[src/rtl/reg_file_sb_if.sv]
// rtl/reg_file_sb_if.sv - writeback, read and issue-scoreboard signals of reg_file_sb
interface reg_file_sb_if #(
    parameter int DATA_W = 16,
    parameter int ADDR_W = 3
) ();
    localparam int NREG = 1 << ADDR_W;

    logic              wr_en;
    logic [ADDR_W-1:0] wr_addr;
    logic [DATA_W-1:0] wr_data;
    logic [ADDR_W-1:0] rd_addr1;
    logic [ADDR_W-1:0] rd_addr2;
    logic [DATA_W-1:0] rd_data1;
    logic [DATA_W-1:0] rd_data2;
    logic              iss_valid;
    logic [ADDR_W-1:0] iss_dest;
    logic              iss_wr;
    logic              iss_use1;
    logic              iss_use2;
    logic              iss_stall;
    logic [NREG-1:0]   busy_vec;

    modport master (
        output wr_en, wr_addr, wr_data, rd_addr1, rd_addr2,
               iss_valid, iss_dest, iss_wr, iss_use1, iss_use2,
        input  rd_data1, rd_data2, iss_stall, busy_vec
    );

    modport slave (
        input  wr_en, wr_addr, wr_data, rd_addr1, rd_addr2,
               iss_valid, iss_dest, iss_wr, iss_use1, iss_use2,
        output rd_data1, rd_data2, iss_stall, busy_vec
    );
endinterface

[src/rtl/reg_file_sb.sv]
// rtl/reg_file_sb.sv - two-read/one-write register file with issue scoreboard and bypass
module reg_file_sb #(
    parameter int DATA_W  = 16,
    parameter int ADDR_W  = 3,
    parameter int ZERO_R0 = 1
) (
    input  logic           clk,
    input  logic           rst_n,
    reg_file_sb_if.slave   bus
);
    localparam int NREG = 1 << ADDR_W;
    localparam bit Z0   = (ZERO_R0 != 0);

    logic [DATA_W-1:0] regs [NREG];
    logic [NREG-1:0]   busy;
    logic [NREG-1:0]   busy_eff;
    logic [NREG-1:0]   wr_mask;
    logic [NREG-1:0]   set_mask;
    logic [NREG-1:0]   busy_nxt;
    logic              wr_ok;
    logic              bypass;
    logic              stall;
    logic              accept;
    logic [DATA_W-1:0] rd1;
    logic [DATA_W-1:0] rd2;

    // A write to r0 is dropped entirely when r0 is hardwired to zero.
    assign wr_ok  = bus.wr_en && !(Z0 && bus.wr_addr == '0);
    assign bypass = wr_ok && rst_n;

    always_comb begin
        rd1 = regs[bus.rd_addr1];
        rd2 = regs[bus.rd_addr2];
        if (bypass && bus.rd_addr1 == bus.wr_addr) rd1 = bus.wr_data;
        if (bypass && bus.rd_addr2 == bus.wr_addr) rd2 = bus.wr_data;
        if (Z0 && bus.rd_addr1 == '0) rd1 = '0;
        if (Z0 && bus.rd_addr2 == '0) rd2 = '0;
    end

    // A register being written back this cycle is treated as ready: its data reaches the reader by bypass.
    always_comb begin
        wr_mask  = wr_ok ? (NREG'(1) << bus.wr_addr) : '0;
        busy_eff = busy & ~wr_mask;
        stall    = bus.iss_valid &&
                   ((bus.iss_use1 && busy_eff[bus.rd_addr1]) ||
                    (bus.iss_use2 && busy_eff[bus.rd_addr2]) ||
                    (bus.iss_wr   && busy_eff[bus.iss_dest]));
        accept   = bus.iss_valid && !stall;
        set_mask = (accept && bus.iss_wr && !(Z0 && bus.iss_dest == '0))
                   ? (NREG'(1) << bus.iss_dest) : '0;
        // Set after clear so a new owner issued alongside the old writeback stays pending.
        busy_nxt = (busy & ~wr_mask) | set_mask;
    end

    always_ff @(posedge clk or negedge rst_n) begin
        if (!rst_n) begin
            busy <= '0;
            for (int i = 0; i < NREG; i++) regs[i] <= '0;
        end else begin
            busy <= busy_nxt;
            if (wr_ok) regs[bus.wr_addr] <= bus.wr_data;
        end
    end

    assign bus.rd_data1  = rd1;
    assign bus.rd_data2  = rd2;
    assign bus.iss_stall = stall;
    assign bus.busy_vec  = busy;
endmodule

[src/flat_wrapper.sv]
// flat-port wrapper written by rule: the top's interface ports become plain ports
module reg_file_sb_flat 
#(
    parameter int DATA_W  = 16,
    parameter int ADDR_W  = 3,
    parameter int ZERO_R0 = 1
)
  (clk, rst_n, bus_wr_en, bus_wr_addr, bus_wr_data, bus_rd_addr1, bus_rd_addr2, bus_iss_valid, bus_iss_dest, bus_iss_wr, bus_iss_use1, bus_iss_use2, bus_rd_data1, bus_rd_data2, bus_iss_stall, bus_busy_vec);
  reg_file_sb_if #(.DATA_W(DATA_W), .ADDR_W(ADDR_W)) bus_i ();
  input  logic clk;
  input  logic rst_n;
  input wire logic [$bits(bus_i.wr_en)-1:0] bus_wr_en;
  input wire logic [$bits(bus_i.wr_addr)-1:0] bus_wr_addr;
  input wire logic [$bits(bus_i.wr_data)-1:0] bus_wr_data;
  input wire logic [$bits(bus_i.rd_addr1)-1:0] bus_rd_addr1;
  input wire logic [$bits(bus_i.rd_addr2)-1:0] bus_rd_addr2;
  input wire logic [$bits(bus_i.iss_valid)-1:0] bus_iss_valid;
  input wire logic [$bits(bus_i.iss_dest)-1:0] bus_iss_dest;
  input wire logic [$bits(bus_i.iss_wr)-1:0] bus_iss_wr;
  input wire logic [$bits(bus_i.iss_use1)-1:0] bus_iss_use1;
  input wire logic [$bits(bus_i.iss_use2)-1:0] bus_iss_use2;
  output wire logic [$bits(bus_i.rd_data1)-1:0] bus_rd_data1;
  output wire logic [$bits(bus_i.rd_data2)-1:0] bus_rd_data2;
  output wire logic [$bits(bus_i.iss_stall)-1:0] bus_iss_stall;
  output wire logic [$bits(bus_i.busy_vec)-1:0] bus_busy_vec;
  assign bus_i.wr_en = bus_wr_en;
  assign bus_i.wr_addr = bus_wr_addr;
  assign bus_i.wr_data = bus_wr_data;
  assign bus_i.rd_addr1 = bus_rd_addr1;
  assign bus_i.rd_addr2 = bus_rd_addr2;
  assign bus_i.iss_valid = bus_iss_valid;
  assign bus_i.iss_dest = bus_iss_dest;
  assign bus_i.iss_wr = bus_iss_wr;
  assign bus_i.iss_use1 = bus_iss_use1;
  assign bus_i.iss_use2 = bus_iss_use2;
  assign bus_rd_data1 = bus_i.rd_data1;
  assign bus_rd_data2 = bus_i.rd_data2;
  assign bus_iss_stall = bus_i.iss_stall;
  assign bus_busy_vec = bus_i.busy_vec;
  reg_file_sb #(.DATA_W(DATA_W), .ADDR_W(ADDR_W), .ZERO_R0(ZERO_R0)) u_core (.clk(clk), .rst_n(rst_n), .bus(bus_i));
endmodule
[config.mk]
export PLATFORM = sky130hd
export DESIGN_NAME = reg_file_sb_flat
export DESIGN_NICKNAME = d
export VERILOG_FILES = /design/src/rtl/reg_file_sb_if.sv /design/src/rtl/reg_file_sb.sv /design/src/flat_wrapper.sv
export SDC_FILE = /design/constraint.sdc
export NUM_CORES = 1
export LEC_CHECK = 0
export CAP_MARGIN = 20
export CORE_AREA = 2 2 142 144
export DETAILED_ROUTE_END_ITERATION = 6
export DIE_AREA = 0 0 144 146
export PLACE_DENSITY = 0.69
export SLEW_MARGIN = 15
export SYNTH_ARGS = -nofsm -noshare
export SYNTH_HDL_FRONTEND = slang
export SYNTH_SLANG_ARGS = --single-unit
[constraint.sdc]
create_clock -name clk -period 12 [get_ports clk]
set_input_delay 3.6 -clock clk [delete_from_list [all_inputs] [get_ports clk]]
set_output_delay 3.6 -clock clk [all_outputs]
set_load 0.01 [all_outputs]
* After elaboration in Yosys (flattened, before gate mapping) *
Index checks and enable logic that the tools add are counted.

word-level totals
  register bits = 136
  input port bits = 35
  output and inout bits = 41
  logic and storage cells = 68

cells by class
  magnitude comparators = 7
  eq/ne operators = 2
  shift operators = 2
  multiplexer cells = 21
  bitwise operators = 6
  reductions and logical operators = 21

operators by type and width
  operator             number
  $mux 16              9
  $bwmux 128           1
  $bmux 16 s3          2
  $demux 16 s3         1
  $mux 8               2
  $shl 1x3->8 const A  2
  $ge 4x4->1 const B   3
  $logic_and 1x1->1    12
  $logic_not 3->1      4
  $lt 3x4->1 const B   3
  $not 3->4            3
  $bmux 1 s3           3
  $and 8x8->8          1
  $not 8->8            1
  $or 8x8->8           1
  $eq 3x3->1           2
  $lt 4x1->1 const B   1
  $logic_not 1->1      3
  $mux 1               3
  $logic_or 1x1->1     2

* Logic depth before layout (Yosys ltp) *
  word-level depth = 18
  gate-level depth with buffers = 7
  gate-level depth less buffers = 5

* Worst setup path after synthesis *
OpenSTA, ideal clock, no wires.

  path kind = input to output
  from = input bus_wr_en
  to = output bus_iss_stall
  data arrival time = 5235 ps
  required time = 8400 ps
  setup slack = 3165 ps
  stages on the path = 7
  path buffers = 2
  path through = buf_6 and4bb_1 buf_6 nand2b_4 mux4_2 a211oi_4 o31a_1

on the way
  cells in the longest elaborated chain, start to end = 10

RTL lines
  element                               line                                  RTL
  start: declaration                    flat_wrapper.sv:12                    input wire logic [$bits(bus_i.wr_en)-1:0] bus_wr_en;
  $logic_and 1x1->1 (*)                 reg_file_sb.sv:28                     assign wr_ok = bus.wr_en && !(Z0 && bus.wr_addr == '0);
  $mux 8 (*)                            reg_file_sb.sv:42                     wr_mask = wr_ok ? (NREG'(1) << bus.wr_addr) : '0;
  $not 8->8 (*)                         reg_file_sb.sv:43                     busy_eff = busy & ~wr_mask;
  $and 8x8->8 (*)                       reg_file_sb.sv:43
  $bmux 1 s3 (on tied branches)         reg_file_sb.sv:45, reg_file_sb.sv:46
  $mux 1 (on tied branches)             reg_file_sb.sv:45, reg_file_sb.sv:46
  $logic_and 1x1->1 (on tied branches)  reg_file_sb.sv:45, reg_file_sb.sv:46
  $logic_or 1x1->1                      reg_file_sb.sv:45                     ((bus.iss_use1 && busy_eff[bus.rd_addr1]) ||
  $logic_or 1x1->1 (*)                  reg_file_sb.sv:46                     (bus.iss_use2 && busy_eff[bus.rd_addr2]) ||
  $logic_and 1x1->1 (*)                 reg_file_sb.sv:44                     stall = bus.iss_valid &&
  end: declaration                      flat_wrapper.sv:24                    output wire logic [$bits(bus_i.iss_stall)-1:0] bus_iss_stall;

Every way passes the cells marked *; elsewhere a longest branch is shown, timed or not. The select of a mux whose other input is x is not followed.

* Worst setup path after layout *
  from = input bus_wr_addr[1]
  to = output bus_iss_stall

on the way
  cells in the longest elaborated chain, start to end = 12

RTL lines
  element                               line                                  RTL
  start: declaration                    flat_wrapper.sv:13                    input wire logic [$bits(bus_i.wr_addr)-1:0] bus_wr_addr;
  $logic_not 3->1                       reg_file_sb.sv:28
  $logic_not 1->1                       reg_file_sb.sv:28
  $logic_and 1x1->1                     reg_file_sb.sv:28
  $mux 8 (*)                            reg_file_sb.sv:42
  $not 8->8 (*)                         reg_file_sb.sv:43
  $and 8x8->8 (*)                       reg_file_sb.sv:43
  $bmux 1 s3 (on tied branches)         reg_file_sb.sv:45, reg_file_sb.sv:46
  $mux 1 (on tied branches)             reg_file_sb.sv:45, reg_file_sb.sv:46
  $logic_and 1x1->1 (on tied branches)  reg_file_sb.sv:45, reg_file_sb.sv:46
  $logic_or 1x1->1                      reg_file_sb.sv:45
  $logic_or 1x1->1 (*)                  reg_file_sb.sv:46
  $logic_and 1x1->1 (*)                 reg_file_sb.sv:44

Marked as above.

==> metrics.md <==
| Metric | Value |
|---|---|
| Via density | `approximately 5.8` |
| Setup crit start kind | `input port` |
| Synthesized Nets | `620` |
| Antenna Violating Nets Remaining | `0` |
| Final nets | `between 600 and 700` |
| # DRC | `0` |
| Tightest Hold Check Type | `reg -> reg` |
| Peak Freq | `95.0 MHz` |
| Worst path required time | `~8.4 ns` |
| Final Hold Fails | `0` |
| Grt ovf | `0` |
| Final setup viols | `0` |
| Port Buffers | `between 70 and 80` |
| Sequential share of the synthesized area | `between 40% and 50%` |
| Placed cell count | `approximately 860` |
| Setup Crit Path Kind | `in -> out` |
| Post-synth ARST share | `between 90% and 100%` |
| WP data arrival | `~7 ns` |
| CP Max Fanout | `18` |
| Warning count from the yosys run | `0` |
| Die X | `144 µm` |
| Gr usage total | `around a fifth` |
| Antenna Cells | `0` |
| Pleak | `approximately 3.8 nW` |
| Later-pin clock latency in the skew report | `about 0.43 ns` |
| Synth cell types | `41` |
| CTS clk-pin slew, worst paths | `around 0.06 ns` |
| Chip Height | `about 150 µm` |
| Crit path max-delay family | `buffers and inverters` |
| Largest net degree at the start of global routing | `73` |
| Met2 Use GR | `a little under a third` |
| Worst clock skew | `0.00828 ns` |
| Fin Setup TNS | `0 ns` |
| Row cnt | `just over 50` |
| Worst path cell trace | `clkdlybuf4s50_1 > and4bb_1 > nand2b_4 > mux4_2 > a211oi_4 > o31a_1 > clkdlybuf4s50_1` |
| DR vias | `slightly above 5000` |
| Cell area after synthesis | `a little under 0.008 mm²` |
| H-tree levels | `4` |
| Non-filler cells, final | `893` |
| Sink Count | `136` |
| Status | `completed` |
| Placed inst area | `between 0.008 and 0.009 mm²` |
| EDFF count, synth | `0` |
| GRT busiest layer | `met2` |
| VDD IR max | `88.2 µV` |
| Syn_area_per_cell | `between 10 and 15 µm²` |
| Post-route clock period utilization | `between 80% and 90%` |
| Clock buffer depth | `2` |
| Routability cong. | `between 0.8 and 0.9` |
| Slowest CP cell | `clkdlybuf4s50_1` |
| First-pass GRT wire length | `between 30000 and 40000 µm` |
| Routed wire length | `a little under 20000 µm` |
| Hold_buf cts | `0` |
| Die area | `around 0.021 mm²` |
| Layout cells sized above 1 | `between 30% and 40%` |
| RSZ-0062 raised after global routing | `false` |
| CTS tree | `yes` |
| Vias in the first global route | `between 5000 and 6000` |
| Slew @ Worst Pin | `1.14 ns` |
| I/O pins | `76` |
| Core Region | `approximately 0.019 mm²` |
| Root buf cell | `clkbuf_16` |
| Fill count | `approximately 1700` |
| Final min period | `about 11 ns` |
| Cts bufs inserted | `17` |
| Power Dens Cells | `166 mW/mm²` |
| DR WL/cell | `21.7 µm` |
| Final instance area | `0.00915 mm²` |
| Initial DRC count | `between 200 and 300` |
| CP dominant cell by count | `clkdlybuf4s50_1` |
| Grt met3 use | `approximately 4%` |
| Reg2reg path depth | `5` |
| Slew Viols, Final | `0` |
| Post-CTS Setup Inserts | `0` |
| Hold Crit Depth | `0` |
| Antenna violations before repair | `0` |
| Worst slew margin | `24.0%` |
| Area Overhead vs Synth | `18.8%` |
| Post-synth top flop | `dfrtp_1` |
| Max-cap violations | `0` |
| Post-Synthesis Cells | `around 590` |
| Critical path depth | `7` |
| Yosys reg bits | `roughly 140` |
| Pre-antenna DRT Iters | `5` |
| Post-CTS sizing | `0` |
| Crit path capture type | `primary output` |
| CP Buf/Inv Count | `2` |
| CP max stage delay | `~0.8 ns` |
| Dpl hpwl | `around 12000 µm` |
| Met1 global-route usage | `approximately a quarter` |
| Initial core utilization | `39.8%` |
[registers in the layout, indices dropped and copies added (netlist names)]
register,flops
u_core.regs,128
u_core.bus.busy_vec,8
[per-stage QoR]
stage / total power [mW] / hold slack (ns) / setup WS, ns / util [%]
final: 1.51 / 0.391 / 1.48 / 47.3
after CTS: 1.53 / 0.395 / 1.44 / 47.3
after floorplan: 0.847 / 0.441 / 3.17 / -
after global routing: 1.59 / 0.406 / 1.30 / 47.3
after global placement: 0.977 / 0.376 / 1.54 / 44.3
after detailed placement: 0.998 / 0.383 / 1.45 / 44.3
[worst reg2reg max path, cell delays in order (launching register included)]
cell and delay [ns]:
dfrtp_1 0.42, nor2b_1 0.14, a32o_1 0.27, a211oi_2 0.25, o22ai_2 0.17, o41ai_1 0.47
[where the power goes]
| part | switching, mW | total, mW | internal (mW) |
|---|---|---|---|
| registers | 0.0636 | 0.610 | 0.546 |
| logic | 0.150 | 0.380 | 0.230 |
| clock network | 0.190 | 0.525 | 0.336 |
| total | 0.403 | 1.51 | 1.11 |
[per-layer routing]
layer	vias up	share of wire [%]
met5	-	0
met4	0	2.9
met3	43	4.6
met2	163	49
met1	2678	43
li1	2255	-
[cell usage in the layout (no fill, tap or decap), types with 2 or more instances in the layout]
cell type,netlist,routed
clkbuf_16,0,17
buf_4,2,13
nor4bb_4,0,2
mux2_2,96,96
nor2_1,34,34
nand4_1,2,2
clkbuf_1,53,4
clkinv_2,0,5
xnor2_1,6,6
clkbuf_8,0,2
nand2_1,57,57
dfrtp_1,136,136
mux2i_1,32,32
buf_2,16,4
mux4_2,67,67
clkdlybuf4s50_1,0,70
nand2b_1,2,2
o41ai_1,8,8
inv_1,4,4
nand3_1,3,3
a211oi_1,34,34
bufinv_16,0,3
nand4b_2,3,3
nor2b_1,3,3
[cell usage after synthesis, types with 2 or more instances]
| cell type | n | share of area [%] |
|---|---|---|
| nor4bb_1 | 2 | 0.26 |
| nand2b_1 | 2 | 0.16 |
| nand4b_2 | 3 | 0.58 |
| xnor2_1 | 6 | 0.68 |
| mux2_2 | 96 | 14 |
| mux2i_1 | 32 | 4.2 |
| nand4_1 | 2 | 0.16 |
| o41ai_1 | 8 | 0.91 |
| a211oi_1 | 34 | 3.3 |
| mux4_2 | 67 | 20 |
| nor2b_1 | 3 | 0.24 |
| buf_4 | 2 | 0.19 |
| clkbuf_1 | 53 | 2.6 |
| nor2_1 | 34 | 1.7 |
| buf_6 | 2 | 0.29 |
| nand2_1 | 57 | 2.8 |
| nand3_1 | 3 | 0.19 |
| buf_1 | 3 | 0.15 |
| inv_1 | 4 | 0.19 |
| dfrtp_1 | 136 | 44 |
| buf_2 | 16 | 1.0 |
[final timing paths]
path                                                  start                          endpoint  slack [ns]
setup / recovery                             bus_wr_addr[1]                     bus_iss_stall        1.48
setup reg to reg           u_core.bus.busy_vec[5]$_DFF_PN0_  u_core.bus.busy_vec[4]$_DFF_PN0_       10.14
min in group asynchronous                             rst_n      u_core.regs[122]$_DFFE_PN0P_        3.27
hold / removal                 u_core.regs[126]$_DFFE_PN0P_      u_core.regs[126]$_DFFE_PN0P_        0.39
hold reg to reg                u_core.regs[126]$_DFFE_PN0P_      u_core.regs[126]$_DFFE_PN0P_        0.39
max in group asynchronous                             rst_n      u_core.regs[113]$_DFFE_PN0P_        7.26
[layout make-up]
| cell class | instances | area [µm²] | area share (%) |
|---|---|---|---|
| multi-input cells | 368 | 3990 | 43.6 |
| flip-flops and latches | 136 | 3400 | 37.2 |
| repair buffers | 87 | 818 | 8.95 |
| clock buffers | 23 | 468 | 5.12 |
| well taps | 265 | 332 | 3.62 |
| clock inverters | 9 | 123 | 1.34 |
| inverters | 5 | 18.8 | 0.205 |
[cell families after synthesis]
group / Yosys count / share of synthesized area [%]
mux: 195 / 37.8
buf+inv: 81 / 4.50
flops: 136 / 44.2
xor+xnor: 6 / 0.682
simple gates: 114 / 7.05
compound gates: 53 / 5.77
Note: power is estimated with default switching activity, not from simulation.
